--- config.mk ---
export PLATFORM = sky130hd
export DESIGN_NAME = eth_tx_arb
export DESIGN_NICKNAME = d
export VERILOG_FILES = /design/src/rtl/eth_tx_arb.sv
export SDC_FILE = /design/constraint.sdc
export NUM_CORES = 1
export LEC_CHECK = 0
export BUFFER_PORTS_ARGS = -buffer_cell sky130_fd_sc_hd__buf_2
export CAP_MARGIN = 20
export CORE_AREA = 3 3 113 115
export DETAILED_ROUTE_END_ITERATION = 10
export DIE_AREA = 0 0 116 118
export HOLD_SLACK_MARGIN = 0.15
export PLACE_DENSITY = 0.7
export RECOVER_POWER = 50
export SLEW_MARGIN = 15
export SYNTH_ARGS = -nofsm -noshare
export SYNTH_HDL_FRONTEND = slang
export SYNTH_SLANG_ARGS = --single-unit
--- constraint.sdc ---
create_clock -name eth_clk -period 4.6 [get_ports eth_clk]
set_input_delay 0.46 -clock eth_clk [delete_from_list [all_inputs] [get_ports eth_clk]]
set_output_delay 0.46 -clock eth_clk [all_outputs]
set_load 0.005 [all_outputs]
--- src/rtl/eth_tx_arb.sv ---
// Two-source AXI-Stream frame arbiter onto a shared MAC TX port.
// Grants are frame-atomic; ties alternate based on the last source served.
module eth_tx_arb #(
    parameter int DATA_W = 64,
    parameter int KEEP_W = DATA_W / 8
) (
    input  logic              eth_clk,
    input  logic              sys_rst156,

    input  logic              s0_tvalid,
    output logic              s0_tready,
    input  logic [DATA_W-1:0] s0_tdata,
    input  logic [KEEP_W-1:0] s0_tkeep,
    input  logic              s0_tlast,
    input  logic              s0_tuser,

    input  logic              s1_tvalid,
    output logic              s1_tready,
    input  logic [DATA_W-1:0] s1_tdata,
    input  logic [KEEP_W-1:0] s1_tkeep,
    input  logic              s1_tlast,
    input  logic              s1_tuser,

    output logic              eth_tx_tvalid,
    input  logic              eth_tx_tready,
    output logic [DATA_W-1:0] eth_tx_tdata,
    output logic [KEEP_W-1:0] eth_tx_tkeep,
    output logic              eth_tx_tlast,
    output logic              eth_tx_tuser,

    input  logic [1:0]        src_en,
    output logic [31:0]       frame_cnt0,
    output logic [31:0]       frame_cnt1,
    output logic              busy
);

    localparam logic [1:0] IDLE = 2'd0;
    localparam logic [1:0] GNT0 = 2'd1;
    localparam logic [1:0] GNT1 = 2'd2;

    logic [1:0] state;
    logic [1:0] state_nxt;
    logic       last_src;
    logic       elig0;
    logic       elig1;
    logic       done0;
    logic       done1;

    assign elig0 = s0_tvalid & src_en[0];
    assign elig1 = s1_tvalid & src_en[1];

    // Frame ends on the tlast beat that actually transfers on the MAC side.
    assign done0 = (state == GNT0) & eth_tx_tvalid & eth_tx_tready & eth_tx_tlast;
    assign done1 = (state == GNT1) & eth_tx_tvalid & eth_tx_tready & eth_tx_tlast;

    always_comb begin
        state_nxt = state;
        case (state)
            IDLE: begin
                if (elig0 && elig1)
                    state_nxt = last_src ? GNT0 : GNT1;
                else if (elig0)
                    state_nxt = GNT0;
                else if (elig1)
                    state_nxt = GNT1;
            end
            GNT0:    if (done0) state_nxt = IDLE;
            GNT1:    if (done1) state_nxt = IDLE;
            default: state_nxt = IDLE;
        endcase
    end

    // Zero-latency mux; everything is forced quiet while reset is held.
    always_comb begin
        eth_tx_tvalid = 1'b0;
        eth_tx_tdata  = '0;
        eth_tx_tkeep  = '0;
        eth_tx_tlast  = 1'b0;
        eth_tx_tuser  = 1'b0;
        s0_tready     = 1'b0;
        s1_tready     = 1'b0;
        if (!sys_rst156) begin
            case (state)
                GNT0: begin
                    eth_tx_tvalid = s0_tvalid;
                    eth_tx_tdata  = s0_tdata;
                    eth_tx_tkeep  = s0_tkeep;
                    eth_tx_tlast  = s0_tlast;
                    eth_tx_tuser  = s0_tuser;
                    s0_tready     = eth_tx_tready;
                end
                GNT1: begin
                    eth_tx_tvalid = s1_tvalid;
                    eth_tx_tdata  = s1_tdata;
                    eth_tx_tkeep  = s1_tkeep;
                    eth_tx_tlast  = s1_tlast;
                    eth_tx_tuser  = s1_tuser;
                    s1_tready     = eth_tx_tready;
                end
                default: ;
            endcase
        end
    end

    always_ff @(posedge eth_clk) begin
        if (sys_rst156) begin
            state      <= IDLE;
            last_src   <= 1'b1;
            frame_cnt0 <= '0;
            frame_cnt1 <= '0;
            busy       <= 1'b0;
        end else begin
            state <= state_nxt;
            busy  <= (state_nxt != IDLE);
            if (done0) begin
                last_src   <= 1'b0;
                frame_cnt0 <= frame_cnt0 + 32'd1;
            end
            if (done1) begin
                last_src   <= 1'b1;
                frame_cnt1 <= frame_cnt1 + 32'd1;
            end
        end
    end

endmodule

**Yosys cells after proc, flatten, opt, wreduce, memory -nomap -nowiden**

Cells that the tools add are included.

- Equal/unequal tests: 2
- Reductions and logical operators: 4
- Multiplexer cells: 21
- Bitwise logic cells: 8
- Add/subtract/negate cells: 2

Operators with widths:

| kind | count |
|---|---|
| 64-bit case mux with 2 select lines | 1 |
| 32-bit by 1-bit adder with 32-bit output, second input constant | 2 |
| 64-bit 2-to-1 mux | 1 |
| 8-bit case mux with 2 select lines | 1 |
| 2-bit 2-to-1 mux | 6 |
| 1-bit bitwise AND | 8 |
| 8-bit 2-to-1 mux | 1 |
| 1-bit 2-to-1 mux | 7 |
| 1-bit case mux with 2 select lines | 3 |
| 2-bit case mux with 3 select lines | 1 |
| 2-bit by 1-bit equality test with 1-bit output, second input constant | 1 |
| 2-bit equality test, second input constant | 1 |
| 2-bit logical NOT | 1 |
| 2-bit nonzero test | 1 |
| 2-bit OR reduction | 1 |
| 1-bit logical AND | 1 |

- Output and inout bits: 142
- Flip-flop bits (word level): 68

**Logic depth before layout (Yosys ltp)**

- Depth after elaboration: 9
- Mapped depth: 10

**Least setup slack after synthesis**

OpenSTA, ideal clock, no wires.

- Path kind: register to register
- Start: register state[0]
- End: register frame_cnt1[25]
- Required time: 4.472 ns
- Arrival: 2.231 ns
- Slack: 2.241 ns
- Library setup time: 0.128 ns
- Stages on the path, launching flop included: 10
- Period minus slack after synthesis: 2.359 ns
- Path buffers: 2
- Path through: dfxtp_1 inv_1 ha_1 nand2b_1 buf_2 or4b_1 clkbuf_1 or4_4 xor2_1 nor2_1

- Word-level cells in the longest chain between the ends: 6
- Elaborated cells between the ends (all ways): 9

RTL lines:

| what | line | RTL |
|---|---|---|
| from (decl) | 41 | `logic [1:0] state;` |
| from (signal assigned) | 113 | `state <= state_nxt;` |
| 2-bit equality test / 2-bit by 1-bit equality test with 1-bit output (equally long branches) | 54, 83 |  |
| 1-bit case mux with 2 select lines | 83 | `case (state)` |
| 1-bit 2-to-1 mux | 82 | `if (!sys_rst156) begin` |
| 1-bit bitwise AND (2 in a row) | 54 | `assign done1 = (state == GNT1) & eth_tx_tvalid & eth_tx_tready & eth_tx_tlast;` |
| 1-bit bitwise AND (*) | 54 |  |
| to (signal assigned) | 121 | `frame_cnt1 <= frame_cnt1 + 32'd1;` |
| to (decl) | 33 | `output logic [31:0] frame_cnt1,` |

Every way passes the cells marked *; elsewhere a longest branch is shown, timed or not.
A chain may end at the register's enable or synchronous reset.

**Worst setup path in the final report**

- Start: register state[1]
- End: output port eth_tx_tdata[7]

- Word-level cells in the longest chain between the ends: 3
- Elaborated cells between the ends (all ways): 4

RTL lines:

| what | line | RTL |
|---|---|---|
| 2-bit equality test / 2-bit by 1-bit equality test with 1-bit output (equally long branches) | 83 |  |
| 64-bit case mux with 2 select lines (*) | 83 |  |
| 64-bit 2-to-1 mux (*) | 82 |  |
| to (decl) | 26 | `output logic [DATA_W-1:0] eth_tx_tdata,` |

Marks and branches as above.

==> metrics.txt <==
HP Start=src_en[0]; Hold-fix buffers, CTS=0; IR Drop Worst-Case VDD=~0.27 mV; outcome=complete, no violations; Worst Slack Setup Final=1082 ps; Final GP Congestion=0.8199; PD cells=268.1 mW/mm^2; GRT Total Usage=between 20 and 25%; synthesis warning total=0; CP Capture Type=primary output; CP required=just over 4000 ps; total congestion overflow=0; Post-Route WL=about 18 mm; die width=between 100 and 150 um; DR WL/cell=between 15 and 20 um; Worst-path clk slew=60 ps; fin crit period=approximately 3500 ps; maximum clock insertion buffer count=2; Slew headroom=28.95%; CTS tree=yes; share of the synthesized area in the top cell type=roughly a third; register area share after synthesis=32.39%; Buf/Inv on CP=3; WS Path Type=register to primary output; H-tree depth=3; Filler cells=~1300; number of gates resized after cts=0; Synth Area in Compound Gates=19.14%; Cells after Synth=around 570; Routed Antenna Nets=0; DP Area=0.005757 sq mm; sw power=a little under 400 uW; EDFF count, synth=0; count leader, synth=nor2_1; largest family of logic cells by synthesized area=simple AND/OR/NAND/NOR gates; total setup buffers inserted after CTS=0; TNS Setup=0 ps; Net Sw Frac=24.35%; Mean Syn Cell Area=around 7.4 sq um; Synth Area in XOR/XNOR=9.795%; Vias=roughly 5400; Starting Density=approximately a third; DP HPWL=13.78 mm; RSZ-0062 raised after global routing=no; main area contributors after synthesis=dfxtp_1 32%, a22oi_1 13%, nor2_1 12%; MaxCap Viol Count=0; Layout Skew=around 9.5 ps; power share of the sequential group=~37%; Min Hold Slack=between 400 and 500 ps; CTS Sinks=68; adder-cell share of the synthesized area=between 1.5 and 2%; flops & latches, synth=68; Rows=40; simple-gate portion of the synthesized area=31.59%; initial antenna violation count=21; CP Cell Sequence=inv_1 -> ha_1 -> clkbuf_2 -> a22oi_1 -> nor2_1 -> buf_2; Core Region=approximately 0.012 sq mm; HP Class=input pin to register; slowest cell delay on critical path=900 ps; vias per cell=~5.4; Leakage=around 0.0026 uW; area delta synth->final=43.73%; Num CTS Buffers=9; I/O pins=around 300; first-pass GRT wire length=between 20 and 30 mm; CP max FO=52; CTS root buf=clkbuf_16; CP startpoint kind=register; Final Hold Fails=0; quantity of I/O buffers inserted on ports=roughly 300; Die Y=118 um; f_max=roughly 280 MHz; mux share of post-synthesis cell area=less than 1%; Post-synth ARST share=0%; Setup Viol. Count Final=0; Post-Syn Nets=730; Primary FF master, synth=dfxtp_1; largest net degree at the start of global routing=slightly below 70; Int Pwr=~1200 uW; synth unique cells=43; DP Worst Slack=~1600 ps; Worst path top cell family by delay=buffers and inverters; Tightest Pin Transition=roughly 1100 ps; Tcrit/Tclk final=76.48%; Final Power=approximately 1600 uW; Pre-antenna DRT Iters=5; Combinational Power Share=around 15%; Clk Latency, worst-skew pair=around 340 ps; die area=about 0.014 sq mm; clock share of power=between 40% and 50%; CP startpoint=state[1]$_SDFF_PP0_; vias in the first global route=between 4000 and 5000; fraction of layout cells with a size suffix above 1=33.85%; most common library cells after synthesis=133 x nor2_1, 75 x a22oi_1, 68 x dfxtp_1; slowest CP cell=clkbuf_2; Post-Syn Area=between 0.004 and 0.005 sq mm; drt first-iter violations=441; Residual DRC=0; Final Instance Area=about 0.0060 sq mm; reg-to-reg critical path startpoint=state[1]$_SDFF_PP0_; Crit path arrival time=~3100 ps; count of pins over their slew limit=0; post-layout net count=~1000; Yosys top cell by area=dfxtp_1
-- power groups by stage --
stage,registers [uW],logic [uW],clock network [uW]
6_report,595,242,783
5_1_grt,595,268,824
4_1_cts,595,245,796
2_1_floorplan,607,130,0
3_5_place_dp,607,243,0
3_3_place_gp,607,243,0
-- stage by stage --
stage,instances,util (%)
after detailed placement,976,48.33
after floorplan,569,-
after CTS,992,51.13
after global placement,976,48.33
after global routing,995,50.65
final,998,50.71
-- worst register-to-register path: stages, from the launching register on --
cell and delay (ps):
dfxtp_1 340, inv_1 90, ha_1 790, a22oi_1 330
or4b_1 830, or4_4 620, xor2_1 150, nor2_1 50
-- placed cells by master, fill, tap and decap left out, types with 9 or more instances in the layout --
cell,n
inv_1,13
nor2_1,133
nand3_1,20
a22oi_1,75
or3_1,10
clkbuf_1,42
dfxtp_1,68
nand4_1,31
buf_2,258
xnor2_1,15
xor2_1,32
nand2_1,30
nor4_1,12
a21oi_1,21
nor3_1,11
o21ai_0,14
clkbuf_16,9
-- registers in the layout (all words and copies together) (netlist names) --
signal	cells
last_src	1
frame_cnt0	32
state	2
frame_cnt1	32
busy	1
-- final cells by class --
| type | count | area, sq um | area share (%) |
|---|---|---|---|
| diodes | 6 | 15.01 | 0.2486 |
| clock buffers | 12 | 236.5 | 3.915 |
| inverters | 13 | 48.80 | 0.8078 |
| repair buffers | 302 | 1473 | 24.38 |
| flip-flops and latches | 68 | 1361 | 22.54 |
| well taps | 147 | 183.9 | 3.045 |
| clock inverters | 4 | 97.59 | 1.616 |
| multi-input cells | 446 | 2625 | 43.45 |
-- routing by layer --
layer  global-route usage, %  share of wire, %  vias up
met1                   31.32                40     2410
li1                        -                 -     2595
met5                       0              0.81        -
met4                   4.859               1.6       22
met3                   12.65                14       47
met2                   36.08                43      281
-- cells by family after synthesis --
logic type      Yosys count
simple gates            274
compound gates          118
flops                    68
buf+inv                  55
xor+xnor                 47
fa+ha+maj                 6
mux                       1
-- final timing paths --
| check | endpoint | slack (ps) | cells after the start |
|---|---|---|---|
| setup / recovery | eth_tx_tdata[7] | 1080 | 6 |
| hold / removal | state[0]$_SDFF_PP0_ | 450 | 3 |
| setup reg to reg | frame_cnt1[25]$_SDFFE_PP0P_ | 1250 | 7 |
| hold reg to reg | frame_cnt0[31]$_SDFFE_PP0P_ | 480 | 2 |
(Power assumes the default switching activity.)
